**src/rtl/if_id_stage.sv**
```systemverilog
// IF stage with the IF/ID pipeline register: PC sequencing, fetch handshake,
// and branch/flush/stall resolution feeding the decode stage.
module if_id_stage #(
  parameter logic [31:0] RESET_PC  = 32'h00000000,
  parameter logic [31:0] NOP_INSTR = 32'h00000013
) (
  input  logic        clk,
  input  logic        reset,
  input  logic        stall,
  input  logic        flush,
  input  logic        branch_taken,
  input  logic [31:0] branch_target,
  output logic        imem_req,
  output logic [31:0] imem_addr,
  input  logic [31:0] imem_rdata,
  input  logic        imem_valid,
  output logic [31:0] id_pc,
  output logic [31:0] id_instr,
  output logic        id_valid,
  output logic [6:0]  id_opcode
);

  typedef enum logic [1:0] {BOOT, RUN, WAIT} state_t;

  state_t      state, state_nxt;
  logic [31:0] pc, pc_nxt;
  logic [31:0] id_pc_nxt, id_instr_nxt;
  logic        id_valid_nxt;

  always_ff @(posedge clk or negedge reset) begin
    if (!reset) begin
      state    <= BOOT;
      pc       <= RESET_PC;
      id_pc    <= 32'h0;
      id_instr <= NOP_INSTR;
      id_valid <= 1'b0;
    end else begin
      state    <= state_nxt;
      pc       <= pc_nxt;
      id_pc    <= id_pc_nxt;
      id_instr <= id_instr_nxt;
      id_valid <= id_valid_nxt;
    end
  end

  always_comb begin
    state_nxt    = state;
    pc_nxt       = pc;
    id_pc_nxt    = id_pc;
    id_instr_nxt = id_instr;
    id_valid_nxt = id_valid;
    imem_req     = 1'b0;
    case (state)
      BOOT: state_nxt = RUN;
      RUN, WAIT: begin
        imem_req = 1'b1;
        // A redirect in WAIT drops the outstanding fetch; any late data for
        // the old address arrives while pc already points at the target.
        if (branch_taken) begin
          pc_nxt       = {branch_target[31:2], 2'b00};
          id_instr_nxt = NOP_INSTR;
          id_valid_nxt = 1'b0;
          state_nxt    = RUN;
        end else if (flush) begin
          id_instr_nxt = NOP_INSTR;
          id_valid_nxt = 1'b0;
          state_nxt    = RUN;
        end else if (stall) begin
          state_nxt    = state;
        end else if (!imem_valid) begin
          id_instr_nxt = NOP_INSTR;
          id_valid_nxt = 1'b0;
          state_nxt    = WAIT;
        end else begin
          id_pc_nxt    = pc;
          id_instr_nxt = imem_rdata;
          id_valid_nxt = 1'b1;
          pc_nxt       = pc + 32'd4;
          state_nxt    = RUN;
        end
      end
      default: state_nxt = BOOT;
    endcase
  end

  assign imem_addr = pc;
  assign id_opcode = id_instr[6:0];

endmodule

```
**config.mk**
```make
export PLATFORM = sky130hd
export DESIGN_NAME = if_id_stage
export DESIGN_NICKNAME = d
export VERILOG_FILES = /design/src/rtl/if_id_stage.sv
export SDC_FILE = /design/constraint.sdc
export NUM_CORES = 1
export LEC_CHECK = 0
export CAP_MARGIN = 5
export CORE_AREA = 2 2 142 75
export DETAILED_ROUTE_END_ITERATION = 10
export DIE_AREA = 0 0 144 77
export PLACE_DENSITY = 0.81
export SKIP_CTS_REPAIR_TIMING = 1
export SLEW_MARGIN = 20
export SYNTH_ARGS = -nofsm -noshare
export SYNTH_HDL_FRONTEND = slang
export SYNTH_SLANG_ARGS = --single-unit
```
**constraint.sdc**
```tcl
create_clock -name clk -period 4.6 [get_ports clk]
set_clock_uncertainty 0.1 [all_clocks]
set_input_delay 0.69 -clock clk [delete_from_list [all_inputs] [get_ports clk]]
set_output_delay 0.69 -clock clk [all_outputs]
set_load 0.01 [all_outputs]
```
# Word-level counts from Yosys, hierarchy flattened
# Cells that the tools add are included.
# totals
register_bits,99
# classes
n_mux,18
n_eq_ne,6
reduce_logical,6
n_addsub,1
n_bitwise,3
# op_table
op,count
32-bit 2-to-1 mux,8
"32-bit by 3-bit adder with 32-bit output, second input constant",1
2-bit 2-to-1 mux,4
1-bit 2-to-1 mux,5
5-bit AND reduction,1
"2-bit by 1-bit inequality test with 1-bit output, second input constant",2
"4-bit inequality test, second input constant",1
2-bit one-hot mux with 2 select lines,1
4-bit AND reduction,1
"3-bit by 1-bit inequality test with 1-bit output, second input constant",1
1-bit inverter,3
"2-bit by 1-bit equality test with 1-bit output, second input constant",1
"2-bit equality test, second input constant",1
2-bit zero test,1
2-bit AND reduction,1
2-bit nonzero test,1
2-bit OR reduction,1

# Longest topological paths before layout
# Gate-level depths: netlist (run 1).
# depth
depth_word,5
mapped_depth,9
depth_no_buf,6

# Worst setup path after synthesis (run 1)
# No wires, ideal clock.
# synth_path
kind,reg2reg
from,"register pc[2], in the netlist imem_addr[2]"
to,"register pc[26], in the netlist imem_addr[26]"
path_slack_ns,2.447
arrival_ns,1.953
path_stages_with_launch,6
t_required_ns,4.401
synth_period_minus_slack_ns,2.153
setup_time_ns,0.099
cell_sequence,dfrtp_1 -> ha_1 -> nand4_2 -> or4_4 -> or3_1 -> a311oi_1
# synth_between
elab_chain_len,5
# synth_rtl
item,line_no,text
"start, declared",26,"logic [31:0] pc, pc_nxt;"
"start signal, assigned",39,pc <= pc_nxt;
32-bit by 3-bit adder with 32-bit output,78,pc_nxt = pc + 32'd4;
32-bit 2-to-1 mux,70,end else if (!imem_valid) begin
32-bit 2-to-1 mux,68,end else if (stall) begin
32-bit 2-to-1 mux,64,end else if (flush) begin
32-bit 2-to-1 mux,59,if (branch_taken) begin
# No other way between the ends. The select of a mux whose other input is x is not followed.
# A chain may end at the register's enable or synchronous reset.

# Final worst setup path (run 1)
# layout_path
from,input port branch_taken
to,register id_pc[30]
# layout_between
elab_chain_len,2
# layout_rtl
item,line_no,text
"start, declared",11,"input logic branch_taken,"
1-bit inverter (no source line),--,
5-bit AND reduction (no source line),--,
"end signal, assigned",40,id_pc <= id_pc_nxt;
"end, declared",17,"output logic [31:0] id_pc,"
# No other way between the ends.

==> results of run 1 <==
## through the flow
stage / hold slack [ps] / std cells / setup slack, ps / total power, mW / util (%)
finish: 326 / 769 / 1550 / 3.51 / 65.7
global route: 402 / 769 / 1430 / 3.71 / 65.7
CTS: 372 / 769 / 1620 / 3.51 / 65.7
detailed placement: 357 / 753 / 1260 / 2.74 / 62.7
global placement: 350 / 753 / 1290 / 2.68 / 62.7
floorplan: 294 / 482 / 2450 / 2.02 / -
## layer usage
layer	track usage (%)	vias to the layer above	wire length (um)
met5	0	-	0
li1	-	1966	-
met1	36.6	2086	6530
met3	8.43	21	1130
met4	6.37	0	181
met2	37.3	200	6070
## report_power, final
group | switching [mW] | internal [mW] | leakage, nW
clock network | 0.320 | 0.437 | 0.146
logic | 0.652 | 0.696 | 1.55
registers | 0.333 | 1.07 | 1.24
## registers in the layout (all words and copies together) (netlist names)
| name | count |
|---|---|
| id_instr | 32 |
| id_pc | 30 |
| imem_addr | 30 |
| state | 2 |
| id_valid | 1 |
## worst paths after layout
path	cells past startpoint	to	slack, ps
hold reg to reg	2	id_instr[8]	370
max in group asynchronous	2	id_pc[25]	3100
hold / removal	1	id_instr[10]	330
min in group clk	2	id_instr[8]	370
setup reg to reg	8	id_pc[30]	1940
setup / recovery	7	id_pc[30]	1550
## cells in the final DEF (no fill, tap or decap), types with 4 or more instances in the layout
master	n
a311oi_1	8
nand2_1	143
or3_1	4
dfrtp_1	92
a22oi_1	4
a211oi_1	5
a221o_1	4
nor2_1	19
a22o_1	13
conb_1	4
and4_1	6
nand3_1	29
mux2i_1	8
clkdlybuf4s50_1	167
buf_4	7
o22a_1	4
o21ai_0	11
a21oi_1	12
o22ai_1	18
nor3_1	5
a31oi_1	6
clkbuf_16	9
and3_1	4
## cell usage after synthesis (4+ instances only)
master    number  area [um2]
buf_4         11        82.6
a21oi_1       12        60.1
or3_1          4        25.0
and4_1         6        52.6
o21ai_0       11        55.1
mux2i_1        8        80.1
nor3_1         5        25.0
nand2_1      143         537
a221o_1        4        40.0
a22o_1        13         114
a211oi_1       5        37.5
o22ai_1       18         113
a22oi_1        4        30.0
a311oi_1       8        70.1
nor2_1        19        71.3
and3_1         5        31.3
a31oi_1        6        37.5
o22a_1         4        35.0
nand3_1       29         145
dfrtp_1       92        2300
clkbuf_1      23        86.3
## kinds of logic after synthesis
kind of cell,after synthesis,share of synthesized area [%]
and+or+nand+nor,230,23.9
AOI/OAI and AO/OA,95,14.9
other,1,0.0832
adders and majority gates,3,0.833
DFF,95,52.8
muxes,8,1.78
buffers and inverters,47,5.64
## critical path, cell delays in order
cell and delay [ps]:
clkdlybuf4s50_1 910, o21a_1 220, buf_4 320, nand2_1 450, buf_4 380, nand2_1 110, nand2_1 70
## layout make-up
type                       instances  area [um2]
clock buffer                      11         243
sequential                        95        2380
fill                             801        3380
timing repair buffer             174        1720
clock inverter                     5        56.3
inverter                           4        15.0
multi-input combinational        340        1880
tap                              140         175
==> impl_metrics.env, run 1 <==
export IMPL_grt_pass1_wl_um=22000
export IMPL_synthCells=479
export IMPL_cts_tree="built"
export IMPL_yosysUniqueCellTypes=51
export IMPL_nets=697
export IMPL_synth_avg_cell_area_um2=9.41
export IMPL_ir_drop_v=0.000335
export IMPL_powerDensity_nw_per_um2=541
export IMPL_rsz0062_at_grt="no"
export IMPL_yosys_register_bits=95
export IMPL_dieArea_um2=11100
export IMPL_ys_seq_area_share_pct=52.8
export IMPL_clockBufferDepth=2
export IMPL_worstSkewPairLatency_ps=340
export IMPL_period_minus_slack_ps=3050
export IMPL_crit_start="branch_taken"
export IMPL_antenna_left=0
export IMPL_ys_warn_count=0
export IMPL_p_leak_nw=2.93
export IMPL_grt_max_degree=65
export IMPL_core_um2=9860
export IMPL_drc=0
export IMPL_routed_wl_um=13900
export IMPL_cts_root_buf="clkbuf_16"
export IMPL_tightest_slew_ps=1010
export IMPL_vias=4273
export IMPL_critPathMaxFanout=26
export IMPL_cp_end_kind="flop"
export IMPL_required_ps=4720
export IMPL_num_antenna_cells=0
export IMPL_wl_per_cell_um=18.1
export IMPL_dp_final_hpwl_um=9720
export IMPL_setup_viol=0
export IMPL_grt_pass1_vias=4232
export IMPL_r2r_start="state[0]"
export IMPL_viasPerCell=5.56
export IMPL_io_buffers=168
export IMPL_synthFlopType="dfrtp_1"
export IMPL_syn_cell_area_um2=4510
export IMPL_start_util_pct=45.7
export IMPL_hold_viol=0
export IMPL_clk_pin_slew_ps=70
export IMPL_h_tree_depth=3
export IMPL_place_area_um2=6180
export IMPL_layout_drive_gt1_share_pct=6.04
export IMPL_final_area_um2=6480
export IMPL_die_w_um=144
export IMPL_place_gp_congestion=0.799
export IMPL_track_usage_pct=25.5
export IMPL_numCtsBuffers=9
export IMPL_die_y_um=77
export IMPL_status="finished, final reports clean"
export IMPL_clock_sinks=95
export IMPL_hold_class="input port to asynchronous set/reset pin"
export IMPL_final_max_slew_viol_count=0
export IMPL_first_pass_iters=5
export IMPL_area_growth_pct=43.8
export IMPL_drt_first_iter_violations=377
export IMPL_cap_violations=0
export IMPL_critPathLaunchType="input port"
export IMPL_overflow=0
export IMPL_antenna_found_initial=0
export IMPL_async_flop_share_pct=100
export IMPL_criticalPathCategory="input port to flop"
export IMPL_arrival_ps=3170
export IMPL_relSlewSlack_pct=32.6
export IMPL_synth_edff_count=0
export IMPL_core_rowCount=26
export IMPL_finalCritPeriodShare_pct=66.2
export IMPL_max_freq_ghz=0.328
export IMPL_ios=175
export IMPL_finalSetupTns_ps=0
(Power assumes the default switching activity.)
==> inputs of run 2 (changes only) <==
--- a/config.mk
+++ b/config.mk
@@ -6,10 +6,10 @@
 export NUM_CORES = 1
 export LEC_CHECK = 0
 export CAP_MARGIN = 5
-export CORE_AREA = 2 2 142 75
+export CORE_AREA = 2 2 147 77
 export DETAILED_ROUTE_END_ITERATION = 10
-export DIE_AREA = 0 0 144 77
-export PLACE_DENSITY = 0.81
+export DIE_AREA = 0 0 149 79
+export PLACE_DENSITY = 0.76
 export SKIP_CTS_REPAIR_TIMING = 1
 export SLEW_MARGIN = 20
 export SYNTH_ARGS = -nofsm -noshare
==> constraint.sdc (replaced) <==
create_clock -name clk -period 3.2 [get_ports clk]
set_clock_uncertainty 0.1 [all_clocks]
set_input_delay 0.48 -clock clk [delete_from_list [all_inputs] [get_ports clk]]
set_output_delay 0.48 -clock clk [all_outputs]
set_load 0.01 [all_outputs]
==> run 2 against run 1 <==
Against the previous run: hold slack lost 260 ps; final cell count grew 1.0%; routed wire length shrank 0.46%; sequential share of layout area shrank 0.34 points; worst setup slack lost 830 ps; first-iteration DRC count shrank 5.0%; critical path type is now flop to primary output; largest cell class unchanged; highest routed layer unchanged.
==> impl_metrics.env, run 2 (synthesis gave the netlist of run 1 again) <==
export IMPL_powerDensity_nw_per_um2=780
export IMPL_num_antenna_cells=0
export IMPL_top_register="id_instr"
export IMPL_rsz0062_at_grt="no"
export IMPL_critPathMaxFanout=11
export IMPL_p_total_mw=5.10
export IMPL_layout_drive_gt1_share_pct=6.65
export IMPL_p_leak_nw=2.96
export IMPL_finalSetupTns_ps=0
export IMPL_area_growth_pct=45.1
export IMPL_criticalPathCategory="flop to primary output"
export IMPL_setup_viol=0
export IMPL_dp_final_hpwl_um=9810
export IMPL_hold_class="input port to asynchronous set/reset pin"
export IMPL_core_rowCount=27
export IMPL_drt_first_iter_violations=358
export IMPL_critPathLaunchType="flop"
export IMPL_cts_root_buf="clkbuf_16"
export IMPL_r2r_start="imem_addr[2]"
export IMPL_core_um2=10600
export IMPL_cp_end_kind="primary output"
export IMPL_die_y_um=79
export IMPL_relSlewSlack_pct=43.0
export IMPL_cap_violations=0
export IMPL_period_minus_slack_ps=2480
export IMPL_highest_layer="met4"
export IMPL_final_common_cell="clkdlybuf4s50_1"
export IMPL_grt_max_degree=52
export IMPL_crit_start="state[1]"
export IMPL_reg2reg_to="imem_addr[16]"
export IMPL_clockBufferDepth=2
export IMPL_arrival_ps=1900
export IMPL_layout_common_cells="167 x clkdlybuf4s50_1, 143 x nand2_1, 92 x dfrtp_1, 29 x nand3_1, 19 x nor2_1"
export IMPL_ios=175
export IMPL_drc=0
export IMPL_grt_pass1_wl_um=22100
export IMPL_nets=700
export IMPL_worstSkewPairLatency_ps=350
export IMPL_met2WireLength_um=6110
export IMPL_met3_length_um=1190
export IMPL_finalCritPeriodShare_pct=77.4
export IMPL_cts_tree="built"
export IMPL_die_w_um=149
export IMPL_first_pass_iters=5
export IMPL_final_max_slew_viol_count=0
export IMPL_start_util_pct=42.5
export IMPL_routed_wl_um=13800
export IMPL_largest_reg_flops=32
export IMPL_numCtsBuffers=9
export IMPL_clk_pin_slew_ps=60
export IMPL_tightest_slew_ps=852
export IMPL_antenna_found_initial=0
export IMPL_max_freq_ghz=0.404
export IMPL_hold_viol=0
export IMPL_wl_met1_um=6380
export IMPL_required_ps=2620
export IMPL_clock_sinks=95
export IMPL_io_buffers=168
export IMPL_grt_pass1_vias=4111
export IMPL_ir_drop_v=0.000414
export IMPL_track_usage_pct=24.3
export IMPL_antenna_left=0
export IMPL_wl_per_cell_um=17.8
export IMPL_reg2reg_depth=6
export IMPL_viasPerCell=5.50
export IMPL_vias=4275
export IMPL_worst_r2r_setup_slack_ps=780
export IMPL_status="finished, final reports clean"
export IMPL_h_tree_depth=3
export IMPL_place_gp_congestion=0.765
export IMPL_dieArea_um2=11800
export IMPL_overflow=0
## run 2: cell types whose count changed in the layout (fill, tap and decap cells not counted)
| cell | change |
|---|---|
| buf_12 | +1 |
| buf_4 | +2 |
| clkbuf_1 | -1 |
| clkbuf_8 | +2 |
| clkinv_2 | -1 |
## run 2: layout make-up
type	count	area, um2
sequential	95	2380
clock inverter	4	51.3
timing repair buffer	177	1760
multi-input combinational	340	1880
fill	879	4070
inverter	4	15.0
tap	145	181
clock buffer	12	267
## run 2: worst max path at each step
stage                    end  slack (ps)  cells after the start
2_1_floorplan  imem_addr[26]        1050                      5
3_3_place_gp    id_instr[27]         650                      5
3_5_place_dp    id_instr[28]         510                      5
4_1_cts             imem_req         730                      3
5_1_grt             imem_req         660                      3
6_report            imem_req         720                      3
## run 2: critical path, cell delays in order (launching register included)
cell and delay, ps:
dfrtp_1 380, inv_1 70, ha_1 470, clkdlybuf4s50_1 620
## run 2: per-stage QoR
stage	util [%]	setup WS, ps	instances	cell area (um2)	hold slack, ps
floorplan	-	1050	482	4520	84.4
global placement	58.6	655	761	6220	347
detailed placement	58.6	510	761	6220	360
CTS	61.6	729	777	6540	91.5
global route	61.6	660	777	6540	125
finish	61.6	723	777	6540	66.6
## run 2: where the power goes
| part | switching (mW) | internal (mW) |
|---|---|---|
| Sequential | 0.485 | 1.54 |
| Combinational | 0.939 | 1.01 |
| Clock | 0.459 | 0.671 |
| Total | 1.88 | 3.22 |
## run 2: layer usage
| metal | global-route usage, % | vias to the layer above |
|---|---|---|
| met5 | 0 | - |
| met3 | 7.13 | 19 |
| met2 | 36.3 | 191 |
| met4 | 6.19 | 0 |
| li1 | - | 1981 |
| met1 | 34.9 | 2084 |
==> inputs of run 3 (changes only) <==
--- a/config.mk
+++ b/config.mk
@@ -6,10 +6,10 @@
 export NUM_CORES = 1
 export LEC_CHECK = 0
 export CAP_MARGIN = 5
-export CORE_AREA = 2 2 147 77
+export CORE_AREA = 2 2 154 81
 export DETAILED_ROUTE_END_ITERATION = 10
-export DIE_AREA = 0 0 149 79
-export PLACE_DENSITY = 0.76
+export DIE_AREA = 0 0 156 83
+export PLACE_DENSITY = 0.73
 export SKIP_CTS_REPAIR_TIMING = 1
 export SLEW_MARGIN = 20
 export SYNTH_ARGS = -nofsm -noshare
==> constraint.sdc (replaced) <==
create_clock -name clk -period 2.1 [get_ports clk]
set_clock_uncertainty 0.1 [all_clocks]
set_input_delay 0.315 -clock clk [delete_from_list [all_inputs] [get_ports clk]]
set_output_delay 0.315 -clock clk [all_outputs]
set_load 0.01 [all_outputs]
==> run 3 against run 2 <==
Against the previous run: cell area is 7.2% higher; core utilization decreased by 0.81 points; global-route usage shrank 2.4 points; routed wire length rose by 0.71%; combinational power up 90%; hold slack better by 300 ps; die area increased by 10%; non-clock buffer count increased by 51; final cell count is 7.2% higher; count of clock-buffer cells in the layout stayed put; critical endpoint is now imem_addr[26].
==> impl_metrics.env, run 3 (synthesis gave the netlist of run 1 again) <==
export IMPL_cp_top_family="simple AND/OR/NAND/NOR gates"
export IMPL_path_buf_inv=0
export IMPL_p_sw_mw=2.90
export IMPL_worstSkewPairLatency_ps=340
export IMPL_grt_pass1_vias=4292
export IMPL_fin_cells=833
export IMPL_wl_per_cell_um=16.7
export IMPL_powerDensity_nw_per_um2=1170
export IMPL_reg2reg_depth=5
export IMPL_drc=0
export IMPL_ios=175
export IMPL_p_comb_share_pct=44.9
export IMPL_top_register="id_instr"
export IMPL_fin_ws_ps=80.3
export IMPL_die_w_um=156
export IMPL_p_leak_nw=3.24
export IMPL_nets=751
export IMPL_hold_path_startpoint="id_instr[22]"
export IMPL_critPathLaunchType="flop"
export IMPL_p_total_mw=8.24
export IMPL_finalSetupTns_ps=0
export IMPL_antenna_left=0
export IMPL_finalCritPeriodShare_pct=96.2
export IMPL_setup_viol=0
export IMPL_core_um2=11500
export IMPL_ir_drop_v=0.000570
export IMPL_io_buffers=168
export IMPL_grt_max_degree=41
export IMPL_place_gp_congestion=0.826
export IMPL_cts_tree="built"
export IMPL_cap_violations=0
export IMPL_status="finished, final reports clean"
export IMPL_clockBufferDepth=2
export IMPL_relSlewSlack_pct=57.3
export IMPL_arrival_ps=2150
export IMPL_vias=4380
export IMPL_first_pass_iters=5
export IMPL_pre_cts_ws_ps=-277
export IMPL_final_max_slew_viol_count=0
export IMPL_criticalPathCategory="flop to flop"
export IMPL_hold_viol=0
export IMPL_cts_root_buf="clkbuf_16"
export IMPL_die_y_um=83
export IMPL_drt_first_iter_violations=360
export IMPL_r2r_start="imem_addr[2]"
export IMPL_dp_final_hpwl_um=10500
export IMPL_tightest_slew_ps=636
export IMPL_critPathMaxFanout=3
export IMPL_slowest_stage="or4_4"
export IMPL_area_growth_pct=55.6
export IMPL_h_tree_depth=3
export IMPL_utilization_pct=60.8
export IMPL_numCtsBuffers=9
export IMPL_clk_pin_slew_ps=60
export IMPL_cpPeakStageDelay_ps=560
export IMPL_antenna_found_initial=0
export IMPL_required_ps=2230
export IMPL_min_path_cells=2
export IMPL_track_usage_pct=22.0
export IMPL_max_freq_ghz=0.495
export IMPL_core_rowCount=28
export IMPL_placed_cells=813
export IMPL_pwr_share_seq_pct=34.3
export IMPL_layout_common_cells="166 x clkdlybuf4s50_1, 142 x nand2_1, 91 x dfrtp_1, 55 x buf_4, 29 x nand3_1"
export IMPL_hold_class="flop to flop"
export IMPL_grt_pass1_wl_um=22700
export IMPL_multi_input_area_um2=1920
export IMPL_start_util_pct=39.1
export IMPL_final_fill_count=956
export IMPL_final_common_cell="clkdlybuf4s50_1"
export IMPL_clock_power_share_pct=20.8
export IMPL_hold_end="id_instr[22]"
export IMPL_reg2reg_to="imem_addr[26]"
export IMPL_overflow=0
export IMPL_cp_end_kind="flop"
export IMPL_num_antenna_cells=0
export IMPL_period_minus_slack_ps=2020
export IMPL_largest_reg_flops=32
export IMPL_worst_r2r_setup_slack_ps=80
export IMPL_dieArea_um2=12900
export IMPL_routed_wl_um=13900
export IMPL_p_int_mw=5.33
export IMPL_clock_sinks=95
export IMPL_viasPerCell=5.26
export IMPL_p_sw_share_pct=35.2
export IMPL_crit_chain="ha_4, nand4_2, or4_4, or3_1, a311oi_1"
export IMPL_layout_drive_gt1_share_pct=14.1
export IMPL_seqCellArea_um2=2380
-- run 3: cell count changes in the layout (fill, tap and decap cells not counted), moves of 2 or more --
cell / change
ha_1: -2
buf_4: +46
buf_12: +4
clkbuf_8: -3
clkbuf_1: +3
-- run 3: cell type report --
class	count	share of cell area, %
clock buffer	12	3.37
tap	150	2.68
inverter	4	0.214
multi-input combinational	340	27.4
timing repair buffer	228	31.3
sequential	95	34.0
clock inverter	4	1.03
-- run 3: worst max path at each step --
stage | cells after the start | from | slack (ps) | to
2_1_floorplan | 5 | imem_addr[3] | -30 | imem_addr[26]
5_1_grt | 6 | imem_addr[10] | -9 | imem_addr[29]
6_report | 5 | imem_addr[2] | 80 | imem_addr[26]
4_1_cts | 4 | state[1] | -170 | imem_req
3_3_place_gp | 7 | imem_valid | -220 | imem_addr[12]
3_5_place_dp | 7 | imem_valid | -280 | imem_addr[12]
-- run 3: metal layers --
layer | up-vias | part of all wire [%] | GRT usage, %
met3 | 13 | 7.4 | 5.85
met5 | - | 0 | 0
met4 | 0 | 0.98 | 4.50
met2 | 178 | 42 | 31.3
met1 | 2114 | 50 | 33.4
li1 | 2075 | - | -
-- run 3: worst min-delay path: stages, from the launching register on --
cell	delay, ps
dfrtp_1	340
nand2_1	50
nand2_1	50
-- run 3: power groups by stage --
stage | Clock [mW] | Combinational, mW | Sequential [mW]
6_report | 1.71 | 3.70 | 2.83
5_1_grt | 1.84 | 4.01 | 2.90
4_1_cts | 1.75 | 3.69 | 2.82
3_3_place_gp | 0 | 3.59 | 2.80
2_1_floorplan | 0 | 1.30 | 3.12
3_5_place_dp | 0 | 3.67 | 2.84
-- run 3: through the flow --
step / area (um2) / hold slack [ps]
6_report: 7010 / 369
5_1_grt: 7010 / 381
4_1_cts: 6940 / -135
3_5_place_dp: 6630 / 226
3_3_place_gp: 6630 / 218
2_1_floorplan: 4520 / -80.6
